`src/rtl/rf_writeback_buffer_pkg.sv`:
```
// Shared defaults for the register-file writeback path, so the buffer and
// register_file agree on data width, address width and the zero register.
package rf_writeback_buffer_pkg;

   localparam int         WORD               = 8;
   localparam int         SPEC_WIDTH         = 4 * WORD;
   localparam int         SPEC_ADDR_SPACE    = 5;
   localparam int         SPEC_REG_AMOUNT    = 32;
   localparam logic [4:0] SPEC_ZERO_REGISTER = 5'b00000;
   localparam int         SPEC_DEPTH         = 4;

endpackage

```
`src/rtl/rf_writeback_buffer_wb_fifo.sv`:
```
// In-order writeback queue: storage, head/tail/count and per-entry valid bits,
// with every entry and its age order exposed for the bypass search.
module wb_fifo
   import rf_writeback_buffer_pkg::*;
#(
   parameter  int WIDTH = SPEC_WIDTH,
   parameter  int AW    = SPEC_ADDR_SPACE,
   parameter  int DEPTH = SPEC_DEPTH,
   localparam int PW    = $clog2(DEPTH),
   localparam int CW    = PW + 1
) (
   input  logic                   clk_i,
   input  logic                   rst_ni,
   input  logic                   push_i,
   input  logic [AW-1:0]          push_addr_i,
   input  logic [WIDTH-1:0]       push_data_i,
   input  logic                   pop_i,
   output logic [AW-1:0]          head_addr_o,
   output logic [WIDTH-1:0]       head_data_o,
   output logic [CW-1:0]          count_o,
   output logic [DEPTH-1:0]       ent_vld_o,
   output logic [DEPTH*AW-1:0]    ent_addr_o,
   output logic [DEPTH*WIDTH-1:0] ent_data_o,
   output logic [DEPTH*PW-1:0]    age_order_o
);

   logic [PW-1:0]    head_q, head_d;
   logic [PW-1:0]    tail_q, tail_d;
   logic [CW-1:0]    count_q, count_d;
   logic [DEPTH-1:0] vld_q, vld_d;
   logic [AW-1:0]    addr_q [DEPTH];
   logic [WIDTH-1:0] data_q [DEPTH];

   // The caller never pushes when full nor pops when empty, so head and tail
   // never name the same slot in a cycle that does both.
   always_comb begin
      head_d  = head_q;
      tail_d  = tail_q;
      vld_d   = vld_q;
      count_d = count_q + CW'(push_i) - CW'(pop_i);
      if (push_i) begin
         vld_d[tail_q] = 1'b1;
         tail_d        = tail_q + PW'(1);
      end
      if (pop_i) begin
         vld_d[head_q] = 1'b0;
         head_d        = head_q + PW'(1);
      end
   end

   always_ff @(posedge clk_i) begin
      if (!rst_ni) begin
         head_q  <= '0;
         tail_q  <= '0;
         count_q <= '0;
         vld_q   <= '0;
      end else begin
         head_q  <= head_d;
         tail_q  <= tail_d;
         count_q <= count_d;
         vld_q   <= vld_d;
      end
   end

   always_ff @(posedge clk_i) begin
      if (push_i) begin
         addr_q[tail_q] <= push_addr_i;
         data_q[tail_q] <= push_data_i;
      end
   end

   assign head_addr_o = addr_q[head_q];
   assign head_data_o = data_q[head_q];
   assign count_o     = count_q;
   assign ent_vld_o   = vld_q;

   // age_order_o slot k holds the physical index of the k-th oldest entry.
   for (genvar i = 0; i < DEPTH; i++) begin : g_flat
      assign ent_addr_o[i*AW +: AW]       = addr_q[i];
      assign ent_data_o[i*WIDTH +: WIDTH] = data_q[i];
      assign age_order_o[i*PW +: PW]      = head_q + PW'(i);
   end

endmodule

```
`src/rtl/rf_writeback_buffer.sv`:
```
// Writeback buffer in front of register_file: accepts results over valid/ready,
// drains one per cycle into the write port, and bypasses pending values to two readers.
module rf_writeback_buffer
   import rf_writeback_buffer_pkg::*;
#(
   parameter  int                    WIDTH         = SPEC_WIDTH,
   parameter  int                    ADDR_SPACE    = SPEC_ADDR_SPACE,
   parameter  int                    REG_AMOUNT    = SPEC_REG_AMOUNT,
   parameter  logic [ADDR_SPACE-1:0] ZERO_REGISTER = SPEC_ZERO_REGISTER,
   parameter  int                    DEPTH         = SPEC_DEPTH,
   localparam int                    PW            = $clog2(DEPTH),
   localparam int                    CW            = PW + 1
) (
   input  logic                  clk,
   input  logic                  rst,
   input  logic                  in_valid,
   output logic                  in_ready,
   input  logic [ADDR_SPACE-1:0] in_addr,
   input  logic [WIDTH-1:0]      in_data,
   input  logic                  drain_hold,
   output logic                  rf_wr_en,
   output logic [ADDR_SPACE-1:0] rf_wr_addr,
   output logic [WIDTH-1:0]      rf_wr_data,
   input  logic [ADDR_SPACE-1:0] q1_addr,
   output logic                  q1_hit,
   output logic [WIDTH-1:0]      q1_data,
   input  logic [ADDR_SPACE-1:0] q2_addr,
   output logic                  q2_hit,
   output logic [WIDTH-1:0]      q2_data,
   output logic [CW-1:0]         count
);

   localparam logic [CW-1:0] DEPTH_C = CW'(DEPTH);

   if (REG_AMOUNT > (1 << ADDR_SPACE) || DEPTH < 2 || (DEPTH & (DEPTH - 1)) != 0)
   begin : g_bad_params
      $error("rf_writeback_buffer: inconsistent REG_AMOUNT/ADDR_SPACE or DEPTH");
   end

   logic                        push, pop;
   logic [ADDR_SPACE-1:0]       head_addr;
   logic [WIDTH-1:0]            head_data;
   logic [CW-1:0]               fifo_count;
   logic [DEPTH-1:0]            ent_vld;
   logic [DEPTH*ADDR_SPACE-1:0] ent_addr;
   logic [DEPTH*WIDTH-1:0]      ent_data;
   logic [DEPTH*PW-1:0]         age_order;

   logic                  wr_en_q, wr_en_d;
   logic [ADDR_SPACE-1:0] wr_addr_q, wr_addr_d;
   logic [WIDTH-1:0]      wr_data_q, wr_data_d;

   // Readiness uses the pre-edge count: a pop in the same cycle does not
   // open a slot, and zero-register writes are accepted but never queued.
   assign in_ready = rst && (fifo_count < DEPTH_C);
   assign push     = in_valid && in_ready && (in_addr != ZERO_REGISTER);
   assign pop      = rst && (fifo_count != '0) && !drain_hold;

   wb_fifo #(
      .WIDTH (WIDTH),
      .AW    (ADDR_SPACE),
      .DEPTH (DEPTH)
   ) u_fifo (
      .clk_i       (clk),
      .rst_ni      (rst),
      .push_i      (push),
      .push_addr_i (in_addr),
      .push_data_i (in_data),
      .pop_i       (pop),
      .head_addr_o (head_addr),
      .head_data_o (head_data),
      .count_o     (fifo_count),
      .ent_vld_o   (ent_vld),
      .ent_addr_o  (ent_addr),
      .ent_data_o  (ent_data),
      .age_order_o (age_order)
   );

   always_comb begin
      wr_en_d   = pop;
      wr_addr_d = wr_addr_q;
      wr_data_d = wr_data_q;
      if (pop) begin
         wr_addr_d = head_addr;
         wr_data_d = head_data;
      end
   end

   always_ff @(posedge clk) begin
      if (!rst) begin
         wr_en_q   <= 1'b0;
         wr_addr_q <= '0;
         wr_data_q <= '0;
      end else begin
         wr_en_q   <= wr_en_d;
         wr_addr_q <= wr_addr_d;
         wr_data_q <= wr_data_d;
      end
   end

   assign rf_wr_en   = wr_en_q;
   assign rf_wr_addr = wr_addr_q;
   assign rf_wr_data = wr_data_q;
   assign count      = fifo_count;

   logic [ADDR_SPACE-1:0] qaddr [2];
   assign qaddr[0] = q1_addr;
   assign qaddr[1] = q2_addr;

   // Scan oldest to youngest so the youngest match wins; the output stage
   // is seeded first as the lowest-priority source.
   for (genvar p = 0; p < 2; p++) begin : g_bypass
      logic             hit;
      logic [WIDTH-1:0] data;

      always_comb begin
         logic [PW-1:0] idx;
         hit  = 1'b0;
         data = '0;
         idx  = '0;
         if (rst && (qaddr[p] != ZERO_REGISTER)) begin
            if (wr_en_q && (wr_addr_q == qaddr[p])) begin
               hit  = 1'b1;
               data = wr_data_q;
            end
            for (int k = 0; k < DEPTH; k++) begin
               idx = age_order[k*PW +: PW];
               if (ent_vld[idx] && (ent_addr[idx*ADDR_SPACE +: ADDR_SPACE] == qaddr[p])) begin
                  hit  = 1'b1;
                  data = ent_data[idx*WIDTH +: WIDTH];
               end
            end
         end
      end
   end

   assign q1_hit  = g_bypass[0].hit;
   assign q1_data = g_bypass[0].data;
   assign q2_hit  = g_bypass[1].hit;
   assign q2_data = g_bypass[1].data;

endmodule

```
`config.mk`:
```
export PLATFORM = sky130hd
export DESIGN_NAME = rf_writeback_buffer
export DESIGN_NICKNAME = d
export VERILOG_FILES = /design/src/rtl/rf_writeback_buffer_pkg.sv /design/src/rtl/rf_writeback_buffer_wb_fifo.sv /design/src/rtl/rf_writeback_buffer.sv
export SDC_FILE = /design/constraint.sdc
export NUM_CORES = 1
export LEC_CHECK = 0
export BUFFER_PORTS_ARGS = -buffer_cell sky130_fd_sc_hd__buf_2
export CAP_MARGIN = 20
export CELL_PAD_IN_SITES_DETAIL_PLACEMENT = 1
export CELL_PAD_IN_SITES_GLOBAL_PLACEMENT = 1
export CORE_UTILIZATION = 25
export DETAILED_ROUTE_END_ITERATION = 10
export GPL_ROUTABILITY_DRIVEN = 0
export PLACE_DENSITY_LB_ADDON = 0.2
export SETUP_SLACK_MARGIN = 0.05
export SLEW_MARGIN = 20
export SYNTH_ARGS = -nofsm -noshare
export SYNTH_HDL_FRONTEND = slang
export SYNTH_HIERARCHICAL = 1
export SYNTH_SLANG_ARGS = --single-unit
```
`constraint.sdc`:
```
create_clock -name clk -period 4.1 [get_ports clk]
set_input_delay 0.205 -clock clk [delete_from_list [all_inputs] [get_ports clk]]
set_output_delay 0.205 -clock clk [all_outputs]
set_load 0.01 [all_outputs]
```
==> reports/results.txt <==
Multi-input combinational cell area -> 8390 µm²
Starting DRC count in detailed routing -> 820
Critical-path top delay cell -> or2_2
Final Hold Violating Endpoints -> 0
I/O Pins -> 159
Die area -> 58600 µm²
Hold-critical path depth -> 6
Crit path kind -> flop to output pin
Top-area cell type share of the netlist area -> 0.308
Fin Setup TNS -> 0 ps
Initial antenna violation count -> 1
Hold Path End -> u_fifo/ent_vld_o[3]
Worst R2R Setup Slack -> 1860 ps
# Max-Cap Violations -> 0
Core Region -> 56700 µm²
Syn nets -> 1151
Number of synthesized flops with an enable pin -> 148
Leak -> 0.00564 µW
Via count -> 11400
Clock buffer count from CTS -> 17
RSZ-0062 raised after global routing -> no
VDD IR max -> 0.387 mV
Crit Path Max Fanout -> 21
Total grt overflow -> 0
Slowest stage delay, CP -> 490 ps
Skew final -> 18.0 ps
Layout cells sized above 1 -> 0.429
Number of vias per cell -> 5.65
Syn Area/Cell -> 13.2 µm²
DR pass1 iterations -> 5
Drt wl/cell -> 28.1 µm
Ys async rst share -> 0
CTS tree -> done
Critical Path Start -> u_fifo/head_q[0]
Setup crit start kind -> flop
Crit share post-route -> 0.956
FF-to-FF Start -> u_fifo/count_o[2]
Final Power -> 6450 µW
Slew HR -> 0.264
Cell count after synthesis -> 1089
PortBufs -> 158
Worst Hold Class -> input port to flop
Vias in the first global route -> 11800
Ys Warns -> 6
Post-synthesis compound-gate area fraction -> 0.144
Root Driver -> clkbuf_16
# fillers -> 6097
H-tree depth -> 4
Worst reg2reg endpoint -> u_fifo/data_q[1][10]
Worst Tran Pin Value -> 1100 ps
Fmax -> 255 MHz
Final wirelength -> 56800 µm
Hold Crit Start -> in_valid
Synth Register Bits -> 199
Crit end category -> output pin
Final ANT Viol Nets -> 0
Mux contribution to synthesized area -> 0.299
Top post-synthesis cells by area -> edfxtp_1 (31%), mux4_2 (28%), dfxtp_1 (7.1%)
All-Layer GR Usage -> 0.194
Starting Density -> 0.254
Cell Chain, Critical Path -> inv_4, ha_2, buf_4, mux4_2, xnor2_1, nand4_4, or2_2, buf_12, nor2_1, o311ai_2, buf_2
Register area -> 5470 µm²
Largest net degree at the start of global routing -> 81
Crit path required time -> 3890 ps
Die Span Y -> 242 µm
Nets -> 1315
Adder-cell area share of the yosys netlist -> 0.0101
Cell Rows -> 87
Outcome -> finished clean
Clk_lat worst skew -> 510 ps
XOR/XNOR Fraction of Synth Area -> 0.0337
Die X -> 242 µm
Final setup viols -> 0
First-pass GRT wire length -> 82900 µm
Fin crit period -> 3920 ps
Clk buf depth -> 2
Synth-to-Final Area Change -> 20.5%
R2R depth -> 6
CP arrival -> 3710 ps
Clock transition at path regs -> 90 ps
Primary FF master, synth -> edfxtp_1
DP Wirelength -> 37500 µm
Pwr dens -> 372 nW/µm²
Mapped cell area -> 14400 µm²
Simple-gate share of the synthesized area -> 0.0863
Netlist cell types -> 59
Max-slew violation count -> 0
Main combinational cell family by area after synthesis -> multiplexers
Sequential share of the synthesized area -> 0.379
Diode count -> 0
Num Clock Sinks -> 199
Synth area leader -> edfxtp_1
DRC errors left -> 0
-- flip-flops by register name (all words and copies together) (netlist names), 2 cells and up, named ones only --
register          flops
u_fifo/tail_q         2
rf_wr_addr            5
u_fifo/data_q       128
u_fifo/ent_vld_o      4
rf_wr_data           32
u_fifo/addr_q        20
u_fifo/head_q         2
u_fifo/count_o        3
-- worst max-delay path: cells and delay by family, from the launching register on --
family / cells / cell delay, ps
buf+inv: 4 / 670
xor+xnor: 1 / 330
simple gates: 3 / 910
flops: 1 / 450
compound gates: 1 / 160
mux: 1 / 360
fa+ha+maj: 1 / 330
-- cells by family (layout without fill, tap and decap cells) --
family	count (synthesis)	after routing
buffers and inverters	132	309
AOI/OAI and AO/OA	239	239
muxes	191	191
adders and majority gates	11	11
and+or+nand+nor	264	264
DFF	199	199
xor gates and xnor gates	53	53
-- metal layers --
metal,up-vias,part of all wire,global-route usage
met5,-,0.00021,0
met4,2,0.027,0.0704
met3,91,0.045,0.0337
met2,366,0.49,0.319
met1,6109,0.44,0.256
li1,4859,-,-
-- Yosys cell counts (all sizes together), types with 10 or more instances --
master and count:
buf 46, dfxtp 51, a221oi 58, and2 14, clkbuf 77, xnor2 44
nand2 89, o21ai 45, a32oi 32, nand3 60, mux4 189, nor2 72
o311ai 25, edfxtp 148, a21oi 26, ha 10, o31ai 33
-- what timing repair did --
| action | CTS | global route |
|---|---|---|
| buffers inserted | 8 | 4 |
| pin swaps | 3 | 4 |
| hold endpoints to repair | 149 | 0 |
| hold buffers | 38 | 0 |
| endpoints found under the setup margin | 36 | 50 |
| resized for setup | 7 | 13 |
-- power breakdown --
part	internal, µW	switching [µW]	leakage, µW
Clock	889	873	0.000292
Combinational	1020	1110	0.00359
Sequential	2330	235	0.00176
Total	4230	2220	0.00564
-- metrics by stage --
step	util	instance area [µm²]	hold WS [ps]	setup WS (ps)	cells
detailed placement	0.285	16200	402	369	1940
global placement	0.285	16200	405	395	1940
finish	0.306	17400	282	180	2022
global route	0.306	17400	290	51.2	2022
floorplan	-	14400	281	937	1089
CTS	0.304	17300	259	56.8	2018
-- cells in the final DEF, fill, tap and decap left out, types with 3 or more instances in the layout --
master / count
dlygate4sd3_1: 38
inv_6: 5
edfxtp_1: 148
a32oi_1: 32
o22ai_1: 6
nand2_1: 88
buf_4: 53
o31ai_1: 24
o311ai_1: 3
nor2_4: 3
nor2_1: 57
dfxtp_2: 3
a211oi_1: 4
dfxtp_1: 47
o221ai_2: 6
ha_1: 9
a221oi_1: 39
a221oi_2: 19
o31ai_2: 9
xnor2_1: 43
mux4_2: 182
o21ai_0: 45
inv_1: 6
xor2_1: 8
buf_12: 17
nand4_1: 6
nor2_2: 12
mux4_1: 7
nand3_1: 59
a21oi_1: 25
or2_2: 3
buf_2: 158
and2_2: 4
and2_1: 8
clkbuf_16: 17
o311ai_2: 22
-- worst max-delay path by stage --
stage | to
finish | q1_data[25]
floorplan | q2_data[21]
CTS | q1_data[0]
global route | q1_data[25]
detailed placement | q1_data[4]
global placement | q1_data[25]
-- cell type report --
class / instances / area share
inverters: 9 / 0.00209
clock inverters: 13 / 0.00800
multi-input cells: 758 / 0.483
clock buffers: 19 / 0.0261
flip-flops and latches: 199 / 0.315
repair buffers: 268 / 0.111
well taps: 756 / 0.0545
(Power assumes the default switching activity.)
